<file path="config.mk">
export PLATFORM = sky130hd
export DESIGN_NAME = z_stream_packer
export DESIGN_NICKNAME = d
export VERILOG_FILES = /design/src/rtl/z_stream_packer.sv
export SDC_FILE = /design/constraint.sdc
export NUM_CORES = 1
export LEC_CHECK = 0
export CORE_MARGIN = 1.5
export CORE_UTILIZATION = 55
export CTS_BUF_LIST = sky130_fd_sc_hd__clkbuf_16
export CTS_CLUSTER_SIZE = 12
export DETAILED_ROUTE_END_ITERATION = 8
export PLACE_DENSITY = 0.84
export SYNTH_ARGS = -nofsm -noshare
export SYNTH_HDL_FRONTEND = slang
export SYNTH_SLANG_ARGS = --single-unit
</file>
<file path="constraint.sdc">
create_clock -name clk -period 6.5 [get_ports clk]
set_clock_uncertainty 0.2 [all_clocks]
set_input_delay 1.3 -clock clk [delete_from_list [all_inputs] [get_ports clk]]
set_output_delay 1.3 -clock clk [all_outputs]
set_load 0.05 [all_outputs]
</file>
<file path="src/rtl/z_stream_packer.sv">
// z_stream_packer
//
// Samples the single-bit z result stream on qualified cycles and packs the
// bits LSB-first into WORD_W-bit words. Each word is tagged with its bit
// count and ones count, buffered in a small FIFO, and delivered over a
// valid/ready handshake.
//
// Optional feature macro: Z_PACKER_PARITY_EN
//   When defined, each FIFO entry also carries the XOR of its valid bits,
//   presented on out_parity.
//
// Ports:
//   clk        in   clock
//   reset      in   synchronous reset, active-high
//   z_in       in   bit from the upstream combining stage
//   z_valid    in   z_in is sampled this cycle
//   flush      in   pulse: emit the pending partial word
//   out_data   out  packed word, bit 0 oldest, unfilled bits 0
//   out_len    out  number of valid bits in out_data (1..WORD_W)
//   out_ones   out  number of 1 bits in out_data
//   out_parity out  XOR of the valid bits (only with Z_PACKER_PARITY_EN)
//   out_valid  out  FIFO head is valid
//   out_ready  in   consumer accepts the head
//   overflow   out  sticky: a word was dropped on a full FIFO
//   drop_cnt   out  dropped word count, saturating at 255

module z_stream_packer #(
    parameter int WORD_W     = 8,
    parameter int FIFO_DEPTH = 4,
    localparam int CW        = $clog2(WORD_W + 1)
) (
    input  logic              clk,
    input  logic              reset,
    input  logic              z_in,
    input  logic              z_valid,
    input  logic              flush,
    output logic [WORD_W-1:0] out_data,
    output logic [CW-1:0]     out_len,
    output logic [CW-1:0]     out_ones,
`ifdef Z_PACKER_PARITY_EN
    output logic              out_parity,
`endif
    output logic              out_valid,
    input  logic              out_ready,
    output logic              overflow,
    output logic [7:0]        drop_cnt
);

    localparam int PW = $clog2(FIFO_DEPTH);

    // ------------------------------------------------------------------
    // Assembly
    // ------------------------------------------------------------------
    logic [WORD_W-1:0] acc_q, acc_d, acc_upd;
    logic [CW-1:0]     idx_q, idx_d, idx_upd;
    logic [CW-1:0]     ones_q, ones_d, ones_upd;
    logic              complete, push;

    always_comb begin
        // Bits above idx are always 0, so OR-ing the new bit in is enough.
        acc_upd  = acc_q;
        idx_upd  = idx_q;
        ones_upd = ones_q;
        if (z_valid) begin
            acc_upd  = acc_q | (WORD_W'(z_in) << idx_q);
            idx_upd  = idx_q + CW'(1);
            ones_upd = ones_q + CW'(z_in);
        end
        complete = z_valid && (idx_q == CW'(WORD_W - 1));
        // A flush coinciding with completion sees idx_upd as the full word
        // length, so it merges into the same push rather than adding one.
        push     = complete || (flush && (idx_upd != '0));

        acc_d  = acc_upd;
        idx_d  = idx_upd;
        ones_d = ones_upd;
        if (push) begin
            acc_d  = '0;
            idx_d  = '0;
            ones_d = '0;
        end
    end

    always_ff @(posedge clk) begin
        if (reset) begin
            acc_q  <= '0;
            idx_q  <= '0;
            ones_q <= '0;
        end else begin
            acc_q  <= acc_d;
            idx_q  <= idx_d;
            ones_q <= ones_d;
        end
    end

    // ------------------------------------------------------------------
    // Output FIFO
    // ------------------------------------------------------------------
    logic [WORD_W-1:0] mem_data [FIFO_DEPTH];
    logic [CW-1:0]     mem_len  [FIFO_DEPTH];
    logic [CW-1:0]     mem_ones [FIFO_DEPTH];
`ifdef Z_PACKER_PARITY_EN
    logic              mem_par  [FIFO_DEPTH];
`endif

    logic [PW-1:0] wr_ptr_q, wr_ptr_d;
    logic [PW-1:0] rd_ptr_q, rd_ptr_d;
    logic [PW:0]   cnt_q, cnt_d;
    logic          ovf_q, ovf_d;
    logic [7:0]    drop_q, drop_d;
    logic          full, pop, wr_en, drop;

    always_comb begin
        full  = (cnt_q == (PW+1)'(FIFO_DEPTH));
        pop   = (cnt_q != '0) && out_ready;
        // A full FIFO still accepts a push when the head leaves on the same edge.
        wr_en = push && (!full || pop);
        drop  = push && full && !pop;

        wr_ptr_d = wr_en ? wr_ptr_q + PW'(1) : wr_ptr_q;
        rd_ptr_d = pop   ? rd_ptr_q + PW'(1) : rd_ptr_q;
        cnt_d    = cnt_q + (PW+1)'(wr_en) - (PW+1)'(pop);

        ovf_d  = ovf_q | drop;
        drop_d = drop_q;
        if (drop && (drop_q != 8'hFF))
            drop_d = drop_q + 8'd1;
    end

    always_ff @(posedge clk) begin
        if (reset) begin
            wr_ptr_q <= '0;
            rd_ptr_q <= '0;
            cnt_q    <= '0;
            ovf_q    <= 1'b0;
            drop_q   <= '0;
        end else begin
            wr_ptr_q <= wr_ptr_d;
            rd_ptr_q <= rd_ptr_d;
            cnt_q    <= cnt_d;
            ovf_q    <= ovf_d;
            drop_q   <= drop_d;
        end
    end

    // Storage needs no reset: the read side is masked while empty.
    always_ff @(posedge clk) begin
        if (wr_en) begin
            mem_data[wr_ptr_q] <= acc_upd;
            mem_len[wr_ptr_q]  <= idx_upd;
            mem_ones[wr_ptr_q] <= ones_upd;
`ifdef Z_PACKER_PARITY_EN
            mem_par[wr_ptr_q]  <= ^acc_upd;
`endif
        end
    end

    always_comb begin
        out_valid = (cnt_q != '0);
        out_data  = out_valid ? mem_data[rd_ptr_q] : '0;
        out_len   = out_valid ? mem_len[rd_ptr_q]  : '0;
        out_ones  = out_valid ? mem_ones[rd_ptr_q] : '0;
`ifdef Z_PACKER_PARITY_EN
        out_parity = out_valid ? mem_par[rd_ptr_q] : 1'b0;
`endif
        overflow  = ovf_q;
        drop_cnt  = drop_q;
    end

endmodule

</file>
# == Word level (Yosys, flattened, before mapping) ==
# Memory sizes are Yosys's and may differ from the RTL's. A register that Yosys moved wholly into a read port is not among the register bits.
# Index checks and enable logic that the tools add are counted.
# Widths: inputs -> output; s select.
# totals
regBits,32
input_bits,6
n_memories,3
output_inout_bits,26
ramBits,64
elab_cells,52
# mem_list
name,depth,word_bits,rd,rd_ports_with_merged_regs,wr,line_no,text
mem_data,4,8,1,1,1,99,logic [WORD_W-1:0] mem_data [FIFO_DEPTH];
mem_len,4,4,1,1,1,100,logic [CW-1:0] mem_len [FIFO_DEPTH];
mem_ones,4,4,1,1,1,101,logic [CW-1:0] mem_ones [FIFO_DEPTH];
# classes
mux,14
n_eq_ne,3
reduce_logical,14
n_addsub,7
shift,1
n_bitwise,2
# ops
cell,count
$mux 4,4
$mux 8,2
$mux 2,6
$add 8x1->8 const B,1
$ne 8x8->1 const B,1
$or 8x8->8,1
$shl 1x4->8,1
$logic_and 1x1->1,7
$add 2x1->2 const B,2
$add 4x1->4,1
$add 4x1->4 const B,1
$eq 4x3->1 const B,1
$reduce_bool 4->1,1
$add 3x1->3,1
$eq 3x3->1 const B,1
$reduce_bool 3->1,1
$sub 3x1->3,1
$logic_not 1->1,2
$logic_or 1x1->1,2
$mux 1,2
$reduce_or 2->1,1
$or 1x1->1,1

# == Logic depth before layout (Yosys ltp) ==
# Gate-level depths: netlist of the first run.
# depth
ltp_word,8
ltp_mapped,15
ltp_nobuf,14

# == Worst setup path after synthesis of the first run ==
# No wires, ideal clock.
# synth_timing
kind,in2reg
startpoint,input z_valid
endpoint,register cnt_q[2]
required_time_ns,6.172
arrival_ns,3.430
path_slack_ns,2.742
path_stages,14
n_path_buf,1
setup_ns,0.128
cell_sequence,or3_4 -> a21oi_4 -> o221a_4 -> buf_6 -> nor2_1 -> inv_1 -> ha_1 -> inv_1 -> ha_1 -> inv_1 -> fa_1 -> xor2_1 -> xnor2_1 -> nor2_1
# synth_between
elab_chain_len,7
word_cells_on_any_way,8
classes_between,add/sub: 2; mux: 1; reduce/logical: 5
# synth_rtl
element,line_no,text
"start, declared",35,"input logic z_valid,"
$mux 4,64,if (z_valid) begin
$reduce_bool 4->1,72,push = complete || (flush && (idx_upd != '0));
$logic_and 1x1->1,72,
$logic_or 1x1->1 *,72,
$logic_and 1x1->1 *,117,wr_en = push && (!full || pop);
$add 3x1->3 *,122,cnt_d = cnt_q + (PW+1)'(wr_en) - (PW+1)'(pop);
$sub 3x1->3 *,122,
"end signal, assigned",140,cnt_q <= cnt_d;
"end, declared",108,"logic [PW:0] cnt_q, cnt_d;"
# Mark *: on every way between the ends. The rest lies on a longest branch, timed or not.
# A chain may end at the register's enable or synchronous reset.

# == Worst setup path after layout of the first run ==
# Same ends and word-level chain as after synthesis.

==> results of run 1 <==
-- worst max-delay path by stage --
stage / cells past startpoint / end / slack (ns)
2_1_floorplan: 14 / cnt_q[2] / 2.74
4_1_cts: 14 / cnt_q[2] / 2.16
5_1_grt: 14 / cnt_q[2] / 1.96
3_3_place_gp: 14 / cnt_q[2] / 1.91
3_5_place_dp: 14 / cnt_q[2] / 1.83
6_report: 14 / cnt_q[2] / 2.16
-- routing by layer --
layer / track usage / vias to the layer above / wire length, um
li1: - / 1105 / -
met1: 0.246 / 1133 / 3240
met2: 0.321 / 52 / 3590
met3: 0.0491 / 14 / 283
met4: 0.0847 / 0 / 150
met5: 0 / - / 0
-- state kept, by name, summed over array words and instances, names as in the netlist, named ones only --
name	cells
acc_q	8
mem_ones	16
wr_ptr_q	2
cnt_q	3
mem_data	32
rd_ptr_q	2
idx_q	4
overflow	1
ones_q	4
mem_len	16
drop_cnt	8
-- placed cells by master (no fill, tap or decap), types with 4 or more instances in the layout --
cell and count:
clkdlybuf4s50_1 31, xnor2_1 6, ha_1 10, clkbuf_16 9
nor2b_1 21, edfxtp_1 64, nand4_1 4, dfxtp_1 34
inv_1 6, nor2_1 12, nand3_1 7, mux4_2 16
and3_1 5, nand2_1 7, and2_1 17, a21oi_1 7
a21o_1 5
-- worst max-delay path, stage by stage --
cell	delay, ns
clkdlybuf4s50_1	0.67
or3_4	0.51
a21oi_4	0.18
o221a_4	0.31
nor2_1	0.06
inv_1	0.10
ha_1	0.24
inv_1	0.06
ha_1	0.13
inv_1	0.05
fa_1	0.36
xor2_1	0.16
xnor2_1	0.13
nor2_1	0.06
-- layout make-up --
type	instances	area (sq um)
flip-flops and latches	98	2600
fillers	527	2460
multi-input cells	163	1440
repair buffers	32	318
clock buffers	9	225
well taps	99	124
clock inverters	7	67.6
inverters	6	22.5
-- logic make-up after synthesis --
| logic type | count (synthesis) |
|---|---|
| simple gates | 94 |
| compound gates | 27 |
| xor+xnor | 9 |
| buf+inv | 20 |
| flops | 98 |
| mux | 22 |
| fa+ha+maj | 11 |
-- where the power goes --
| part | total, W | switching, W | internal (W) | leakage (nW) |
|---|---|---|---|---|
| clock network | 0.000515 | 0.000245 | 0.000270 | 0.142 |
| registers | 0.000727 | 0.0000273 | 0.000700 | 0.866 |
| logic | 0.000545 | 0.000329 | 0.000216 | 0.636 |
-- synth_stat cells, drive strengths merged, types with 2 or more instances --
| master | instances | area (sq um) |
|---|---|---|
| nor2 | 13 | 51.3 |
| nor2b | 21 | 131 |
| a31o | 3 | 26.3 |
| nor3 | 2 | 15.0 |
| a21o | 5 | 37.5 |
| edfxtp | 64 | 1920 |
| and3 | 5 | 31.3 |
| buf | 8 | 55.1 |
| nand3 | 7 | 35.0 |
| mux4 | 16 | 360 |
| and2 | 17 | 106 |
| clkbuf | 6 | 22.5 |
| o21ai | 4 | 20.0 |
| dfxtp | 34 | 681 |
| inv | 6 | 22.5 |
| xor2 | 3 | 26.3 |
| nand2 | 8 | 32.5 |
| nand4 | 4 | 25.0 |
| o31ai | 2 | 15.0 |
| nor4b | 2 | 23.8 |
| a21oi | 8 | 51.3 |
| mux2 | 5 | 63.8 |
| nand2b | 4 | 27.5 |
| or3 | 3 | 23.8 |
| ha | 10 | 125 |
| or4 | 2 | 15.0 |
| xnor2 | 6 | 52.6 |
-- through the flow --
stage          std cells  instance area [sq um]
2_1_floorplan        281                   4140
3_3_place_gp         398                   4500
3_5_place_dp         398                   4500
4_1_cts              414                   4800
5_1_grt              414                   4800
6_report             414                   4800
==> results.txt, run 1 <==
The initialized floorplan defines 31 standard-cell rows. A synthesized cell averages 14.7 sq um. From left edge to right edge, the die measures 89.8 um.

The maximum fanout along the worst path is 14, and the initial core utilization is 0.571. In this run the tool buffered the top-level ports with 31 buffer cells. The mux contribution to synthesized area was 0.105; the part of the Yosys area used for sequential elements was 0.629.

For the final routed database, the setup TNS stands at 0 ns. The logs give 0.661 for the utilization after layout and 298 for the total nets after synthesis. The cell area that synthesis handed to floorplanning was 4140 sq um.

The synthesized-area fraction occupied by ao, oa, aoi and oai cells is 0.0502, and the share of synthesized cell area in full adder, half adder and majority cells is 0.0351. The final layout contains 327 nets. Setup slack on the worst reg-to-reg path comes out at 3.13 ns. Final count of pins violating max slew: 0.

Overall power of the completed layout: 0.00179 W. The floorplan step defined a die boundary enclosing 8060 sq um. The clock transition time at the flip-flop clock pins of the worst setup and hold paths was 0.07 ns; the total global-route track usage was 0.195. After detailed routing, the number of remaining DRC violations is 0.

After global routing the overflow that remains totals 0. Before CTS, the worst setup slack after placement is 1.83 ns. Summed over all cells, the static leakage comes to 1.64 nW. The count of H-tree levels built during CTS came out at 3. Counting every sink on the clock net gives 98. The tightest slew margin relative to the limit came out at 0.353.

Dividing total power by cell area gives a power density of 373 nW/um^2. At the end of routability-driven placement, the weighted congestion stood at 0.810. The total clock buffers created by CTS was 9. Setup slack on the critical path of the routed design comes to 2.16 ns. The core box area is 7250 sq um, and the wire length per cell is 17.5 um. The first global-routing pass estimated 11.9 mm of wire. The maximum VDD drop is 236 uV, and the required arrival time at the worst endpoint is 6.50 ns.

The total count of hold-check failures in the final report came out at 0. The vertical extent of the die is 89.8 um, and the total number of yosys warnings is 0. For the worst flop-to-flop path, the logic depth is 14.

The unique cell type count in the Yosys netlist was 51. Wires add up to 7.26 mm. Share of the clock period used by the worst path: 0.667.

The clock passes through at most 2 buffers. The repair_antennas step left the layout with diodes totalling 0. The worst hold path terminates at drop_cnt[5]. TritonCTS built the clock tree.

For this run, the leading register cell type out of synthesis is edfxtp_1. The share of synthesized flip-flops with an asynchronous set or reset is 0, and the post-synthesis cell count is 281. Counting I/O delays and the setup requirement, the final critical path takes 4.34 ns.

The routed layout has 2304 vias. The share of final-layout standard cells stronger than drive strength 1 works out to 0.162. The number of gates resized after CTS was 0. Hold repair after CTS inserted 0 buffers.

Static timing analysis puts the maximum clock frequency at 0.231 GHz. In this run the count of I/O pins placed on the die edge is 32. The signed area change from the synthesized netlist to the final layout is 15.9%, and the data arrival time of the worst path is 4.34 ns.

The tools report the startpoint type of the worst setup path as an input port. The via density per instance works out to 5.57. In this run the critical register-to-register path is launched from idx_q[0].

The count of routing violations after the opening detailed-route iteration was 139; the clock latency on the worst-skew pair was 0.35 ns. Classification of the worst-slack hold path: flop to flop. The number of buffers inserted by post-CTS setup repair was 0. Setup violations remaining at the end of the flow were counted as 0. After synthesis, the largest family of logic cells by area is simple AND/OR/NAND/NOR gates. The flip-flop and latch count after synthesis was 98.

The worst-margin pin slew came out at 0.971 ns. The tools report the length of the first detailed-routing pass in iterations as 4. The critical path launch point was z_valid. The number of enable flip-flop cells after synthesis is 64. Endpoint type of the worst setup path: a flop. The worst hold path begins at drop_cnt[5].

The run gives 0 as the initial antenna violation count. Setup repair after global routing left no endpoint under its margin. In this run the clock root is driven by a clkbuf_16. The critical path is of the input port to flop type. The run finished with clean final reports. The xor and xnor area share after synthesis came out at 0.0190. On the final layout, the worst hold slack is 0.309 ns. Along the worst hold path, the cell count comes to 2. The post-DP HPWL is 4.56 mm, and the max-cap check violation count is 0. The detail route stage leaves a number of antenna-violating nets equal to 0. The worst register-to-register path ends at cnt_q[2]. The post-synthesis simple-gate area fraction came out at 0.138. For the number of global-route vias before repair, the log shows 2287. Maximum number of pins on one net before global-route repair: 22.
Power figures use the tool's default switching activity.
==> inputs of run 2 (changes only) <==
==> constraint.sdc (replaced) <==
create_clock -name clk -period 4.2 [get_ports clk]
set_clock_uncertainty 0.2 [all_clocks]
set_input_delay 0.84 -clock clk [delete_from_list [all_inputs] [get_ports clk]]
set_output_delay 0.84 -clock clk [all_outputs]
set_load 0.05 [all_outputs]
==> run 2 against run 1 <==
Against the previous run:
- largest power group unchanged
- final cell count grew 2.7%
- worst hold slack lost 0.030 ns
- via count is 1.4% higher
- clock-buffer cell count is the same
- critical path depth did not move
- critical path type unchanged
- sequential cell count is the same
- routed wire length shrank 5.2%
- sequential power rose by 54%
- register-to-register slack lost 2.2 ns
- highest routed layer unchanged
==> results.txt, run 2 (synthesis gave the netlist of run 1 again) <==
The total wirelength of the detailed-routed design was 6.89 mm (-5.2%); the total count of hold-check failures in the final report was 0 (unchanged). The share of the clock period used by the worst path works out to 0.840. The cell family with the largest share of critical-path delay is adder cells. The worst-margin pin slew was 0.843 ns (-0.128 ns); the global-route wire length before repair was 11.4 mm (-3.9%). The final count of pins violating max slew came out at 0 (unchanged). The residual overflow from global routing was 0 (unchanged). The smallest hold slack was 0.279 ns (-0.0303 ns). The min-delay analysis places its worst path in the category flop to flop. The library cells used most frequently in the layout, excluding fill and tap cells, are edfxtp_1, dfxtp_1, clkdlybuf4s50_1, nor2b_1, and2_1.

The stage delay of the slowest cell on the critical path came out at 0.48 ns (-0.19 ns). Start-to-end type of the worst setup path: input port to flop. Walking the worst path, the cells encountered are clkdlybuf4s50_1 > or3_4 > a21oi_4 > o221a_4 > nor2_1 > inv_1 > ha_1 > inv_1 > ha_1 > inv_1 > fa_1 > xor2_1 > xnor2_1 > nor2_1. The maximum fanout along the worst path was 13 (-1); the quantity of hold-fixing buffers added after cts was 0 (unchanged). The root buffer cell chosen for the clock tree is clkbuf_16. The leakage power was 1.69 nW (+3.0%); the number of flip-flops in the largest register was 32 (unchanged). The total vias in the final route was 2337 (+1.4%). Vertical extent of the die: 89.8 um (unchanged).

The net total in the final layout was 338 (+3.4%). The logs give 3.46 mm (-3.4%) for the detailed route wirelength on metal2 and 0.283 GHz for the maximum frequency from static timing analysis. The total buffers and inverters traversed by the critical path was 4 (unchanged); the wire length per cell was 16.2 um (-7.6%). The tools report the tightest slew margin relative to the limit as 0.437 (+0.0847).

The largest registers in the layout are mem_data x32, mem_len x16, mem_ones x16. The antenna cell count came out at 0 (unchanged). The number of buffers inserted by post-CTS setup repair was 0 (unchanged).

Signal routing reaches up to met4. For the clock sink count, the log shows 98 (unchanged). For the data arrival time of the worst path, the log shows 3.53 ns (-0.81 ns). Max-cap check violation count: 0 (unchanged).

The maximum number of buffers from clock root to sink is 2 (unchanged). The share of final-layout standard cells stronger than drive strength 1 was 0.178 (+0.0160); the total power per unit cell area was 555 nW/um^2 (+49%). For the required arrival time at the worst endpoint, the log shows 4.20 ns (-2.30 ns). For the final estimated routing congestion in global placement, the log shows 0.795 (-1.8%). Post-route DRC violation count: 0 (unchanged).

The core box area was 7250 sq um (unchanged). For the clock latency on the worst-skew pair, the log shows 0.33 ns (-0.02 ns). The worst setup path is launched from an input port.

The via density per instance is 5.50 (-1.2%). The tools report the setup TNS after final layout as 0 ns (unchanged). Number of buffer cells added on primary ports: 31 (unchanged). For the count of routing violations after the opening detailed-route iteration, the log shows 96 (-31%). Setup repair after global routing left no endpoint under its margin. The tools report the total clock buffers created by CTS as 9 (unchanged). The final number of setup-violating endpoints was 0 (unchanged); the shortest clock period the worst path allows after layout was 3.53 ns. The routed length on met3 was 231 um (-18%). The most common cell after layout, fill and taps aside is edfxtp_1. The met1 layer wirelength in the final routing was 3.11 mm (-4.0%).

The run finished with clean final reports. The clock transition time at the flip-flop clock pins of the worst setup and hold paths came out at 0.06 ns (about the same). Maximum VDD drop: 317 uV (+34%).

The logs give 4.57 mm (+0.16%) for the post-DP HPWL and 0 (unchanged) for the number of resized instances in the post-cts repair step. The length of the first detailed-routing pass in iterations is 4 (unchanged). The register with the most flip-flops was mem_data. The maximum number of pins on one net before global-route repair was 22 (unchanged); the signed area change from the synthesized netlist to the final layout was 17.2%.

The initial core utilization came out at 0.571 (unchanged). The cell that appears most often on the critical path is inv_1. TritonCTS built the clock tree. The run gives 31 (unchanged) as the placement row count. The run gives 0 (unchanged) as the post-detailed-route count of antenna-violating nets.

The worst setup path is captured at a flop. The tools report the count of H-tree levels built during CTS as 3 (unchanged). The tools report the number of global-route vias before repair as 2275 (-0.52%).

Total global-route track usage: 0.187 (-0.00803). The die outline width was 89.8 um (unchanged). The die footprint was 8060 sq um (unchanged). The slowest stage of the critical path belongs to the cell clkdlybuf4s50_1. The count of boundary I/O pins was 32 (unchanged). The tools report the initial antenna violation count as 0 (unchanged).
==> run 2: cell count changes in the layout (fill, tap and decap cells not counted) <==
cell        previous run  this run
inv_8                  3         0
buf_4                  1        12
clkinvlp_4             1         2
clkinv_1               0         1
clkinv_4               2         0
inv_1                  6         9
==> run 2: final timing paths <==
check	to	cells past startpoint	slack (ns)	start
hold / removal	overflow	2	0.28	overflow
setup reg to reg	cnt_q[2]	14	0.93	idx_q[0]
setup / recovery	cnt_q[2]	14	0.67	z_valid
hold reg to reg	overflow	2	0.28	overflow
==> run 2: layer usage <==
layer  vias to the layer above  GRT usage
met3                         9     0.0482
met5                         -          0
met1                      1150      0.239
met4                         0     0.0780
li1                       1128          -
met2                        50      0.305
==> run 2: through the flow <==
step | instance area (sq um) | cells | util | worst slack [ns] | power, W
2_1_floorplan | 4140 | 281 | - | 0.902 | 0.00176
3_3_place_gp | 4590 | 409 | 0.632 | 0.409 | 0.00199
3_5_place_dp | 4590 | 409 | 0.632 | 0.329 | 0.00200
4_1_cts | 4850 | 425 | 0.669 | 0.592 | 0.00272
5_1_grt | 4850 | 425 | 0.669 | 0.497 | 0.00280
6_report | 4850 | 425 | 0.669 | 0.672 | 0.00269
==> run 2: final cells by class <==
| cell class | instances | area, sq um |
|---|---|---|
| clock buffers | 9 | 225 |
| clock inverters | 7 | 38.8 |
| fillers | 506 | 2400 |
| inverters | 6 | 22.5 |
| multi-input cells | 163 | 1440 |
| flip-flops and latches | 98 | 2600 |
| well taps | 99 | 124 |
| repair buffers | 43 | 400 |
==> run 2: worst register-to-register path: cells and delay by family (launching register included) <==
family | cells | cell delay (ns)
buffers and inverters | 3 | 0.15
AOI/OAI and AO/OA | 2 | 0.50
DFF | 1 | 0.59
adders and majority gates | 4 | 1.04
and+or+nand+nor | 3 | 0.35
xor gates and xnor gates | 2 | 0.31
==> run 2: report_power, final <==
part / leakage, nW / switching [W] / internal (W) / total, W
clock network: 0.133 / 0.000327 / 0.000394 / 0.000721
logic: 0.694 / 0.000506 / 0.000341 / 0.000847
registers: 0.866 / 0.0000414 / 0.00108 / 0.00112
total: 1.69 / 0.000874 / 0.00182 / 0.00269
==> inputs of run 3 (changes only) <==
==> constraint.sdc (replaced) <==
create_clock -name clk -period 3.5 [get_ports clk]
set_clock_uncertainty 0.2 [all_clocks]
set_input_delay 0.7 -clock clk [delete_from_list [all_inputs] [get_ports clk]]
set_output_delay 0.7 -clock clk [all_outputs]
set_load 0.05 [all_outputs]
==> run 3 against run 2 <==
Against the previous run:
- final cell count up 1.6%
- sequential cell count unchanged
- global-route usage up 1.4 points
- design area up 0.93%
- register-to-register slack worse by 0.32 ns
- worst hold slack better by 0.013 ns
- combinational power up 19%
- worst setup slack worse by 0.34 ns
- critical path depth unchanged
- first-iteration DRC count up 41%
- critical endpoint unchanged
- highest routed layer unchanged
==> results.txt, run 3 (synthesis gave the netlist of run 1 again) <==
The vertical extent of the die works out to 89.8 um (unchanged). The tools report the maximum frequency from static timing analysis as 0.316 GHz. The max-cap check violation count was 0 (unchanged). The classification of the worst-slack hold path was flop to flop. The share of the clock period used by the worst path was 0.905.

The largest registers in the layout are mem_data x32, mem_len x16, mem_ones x16. The start-to-end type of the worst setup path was input port to flop. The worst hold path stage count is 2 (unchanged). Setup repair after global routing left no endpoint under its margin. The tools report the final estimated routing congestion in global placement as 0.725 (-8.9%). Launch instance of the worst min-delay path: overflow.

The final count of pins violating max slew was 0 (unchanged); the initial antenna violation count was 0 (unchanged). Initial core utilization: 0.571 (unchanged). Placement row count: 31 (unchanged). For the register-to-register setup slack, the log shows 0.61 ns (-0.32 ns). The run gives 8060 sq um (unchanged) as the die footprint. The antenna cell count was 0 (unchanged). The flow ran to the end, and the final reports show no timing, DRC or antenna violations. For the smallest hold slack, the log shows 0.292 ns (+0.0133 ns). The worst setup path is captured at a flop. Register with the most flip-flops: mem_data. The wire length per cell is 17.4 um (+7.4%).

Path depth of the worst reg2reg path: 14 (unchanged). In this run the critical register-to-register path is launched from idx_q[0]. The share of final-layout standard cells stronger than drive strength 1 came out at 0.255 (+0.0773). The number of flip-flops in the largest register works out to 32 (unchanged).

Clock sink count: 98 (unchanged). The logs give 1.76 nW (+4.2%) for the leakage power and 20 (-9.1%) for the maximum number of pins on one net before global-route repair. The maximum number of buffers from clock root to sink is 2 (unchanged).

The via density per instance came out at 5.59 (+1.7%). Quantity of hold-fixing buffers added after cts: 0 (unchanged). For the total clock buffers created by CTS, the log shows 9 (unchanged). For hold timing, the worst endpoint is overflow. The count of H-tree levels built during CTS came out at 3 (unchanged). The stage delay of the slowest cell on the critical path is 0.42 ns (-0.06 ns).

The final number of setup-violating endpoints was 0 (unchanged). For this design, the slowest cell found on the critical path is clkdlybuf4s50_1. The run gives 0.449 (+0.0117) as the tightest slew margin relative to the limit. The tools report the number of resized instances in the post-cts repair step as 0 (unchanged). The maximum fanout along the worst path is 2 (-11), and the worst-margin pin slew is 0.826 ns (-0.0176 ns).

The data arrival time of the worst path is 3.20 ns (-0.33 ns), and the count of routing violations after the opening detailed-route iteration is 135 (+41%). The utilization after layout was 0.675 (+0.00621). Walking the worst path, the cells encountered are clkdlybuf4s50_1 > or3_4 > a21oi_4 > o221a_4 > nor2_1 > inv_1 > ha_1 > inv_1 > ha_1 > inv_1 > fa_1 > xor2_1 > xnor2_1 > nor2_1.

The cell repeated most along the worst path is inv_1. TritonCTS built the clock tree. The total power per unit cell area was 676 nW/um^2 (+22%); the core box area was 7250 sq um (unchanged).

The number of buffers inserted by post-CTS setup repair is 0 (unchanged). The tools report the worst flop-to-flop path endpoint as cnt_q[2]. In this run the clock root is driven by a clkbuf_16. The count of boundary I/O pins is 32 (unchanged), and the number of global-route vias before repair is 2410 (+5.9%). STA classifies the critical path startpoint as an input port. Die outline width: 89.8 um (unchanged). The top cell types in the final layout, fill and taps aside, are edfxtp_1, buf_4, dfxtp_1, nor2b_1, and2_1. The total wirelength of the detailed-routed design is 7.52 mm (+9.2%), and the maximum VDD drop is 365 uV (+15%).

The most common cell after layout, fill and taps aside is edfxtp_1. The total vias in the final route came out at 2417 (+3.4%). The post-route DRC violation count was 0 (unchanged); the net total in the final layout was 345 (+2.1%).

The post-detailed-route count of antenna-violating nets was 0 (unchanged); the length of the first detailed-routing pass in iterations was 4 (unchanged). Global-route wire length before repair: 12.2 mm (+7.3%). The logs give 0.331 ns (-0.341 ns) for the worst setup slack after layout and 3.54 ns (-0.66 ns) for the required arrival time at the worst endpoint. The post-DP HPWL was 4.94 mm (+8.0%); the fill cell total of the finished layout was 477 (-5.7%). The total global-route track usage was 0.200 (+0.0136); the setup TNS after final layout was 0 ns (unchanged). The run gives 0.34 ns (about the same) as the clock latency on the worst-skew pair. The total count of hold-check failures in the final report came out at 0 (unchanged). The residual overflow from global routing is 0 (unchanged). The shortest clock period the worst path allows after layout is 3.17 ns. Compared with the post-synthesis result, the final layout area differs by 18.3%.

The number of buffer cells added on primary ports came out at 31 (unchanged). The clock transition time at the flip-flop clock pins of the worst setup and hold paths is 0.07 ns (about the same). The pre-CTS setup slack was -0.0303 ns (-0.360 ns).
==> run 3: where the power goes <==
group / internal [W] / leakage, nW / switching (W)
registers: 0.00130 / 0.866 / 0.0000467
logic: 0.000386 / 0.752 / 0.000626
clock network: 0.000501 / 0.145 / 0.000450
==> run 3: routing by layer <==
| metal | share of wire | global-route usage |
|---|---|---|
| met2 | 0.52 | 0.349 |
| met3 | 0.053 | 0.0567 |
| met4 | 0.015 | 0.0675 |
| met1 | 0.42 | 0.239 |
| met5 | 0 | 0 |
==> run 3: worst max-delay path, delay by kind of cell <==
family / cells / cell delay (ns)
AO/OA/AOI/OAI: 2 / 0.39
XOR/XNOR: 2 / 0.29
adder cells (fa/ha/maj): 3 / 0.73
buffers and inverters: 4 / 0.60
AND/OR/NAND/NOR: 3 / 0.49
==> run 3: cell type report <==
cell class              count  area, sq um  share of cell area
clock inverters             7         71.3              0.0146
inverters                   6         22.5             0.00460
multi-input cells         163         1440               0.294
flip-flops and latches     98         2600               0.532
repair buffers             50          413              0.0843
clock buffers               9          225              0.0460
well taps                  99          124              0.0253
==> run 3: worst max-delay path by stage <==
stage / slack, ns / cells after the start / from / endpoint
after floorplan: 0.34 / 14 / z_valid / cnt_q[2]
after global placement: 0.05 / 14 / z_valid / cnt_q[2]
after detailed placement: -0.03 / 14 / z_valid / cnt_q[2]
after CTS: 0.32 / 14 / z_valid / cnt_q[2]
after global routing: 0.20 / 14 / z_valid / cnt_q[2]
final: 0.33 / 14 / z_valid / cnt_q[2]
==> run 3: metrics by stage <==
step | instances | power (W) | instance area [sq um]
after global routing | 432 | 0.00343 | 4900
after global placement | 416 | 0.00236 | 4600
after floorplan | 281 | 0.00212 | 4140
after CTS | 432 | 0.00333 | 4900
after detailed placement | 416 | 0.00238 | 4600
final | 432 | 0.00331 | 4900
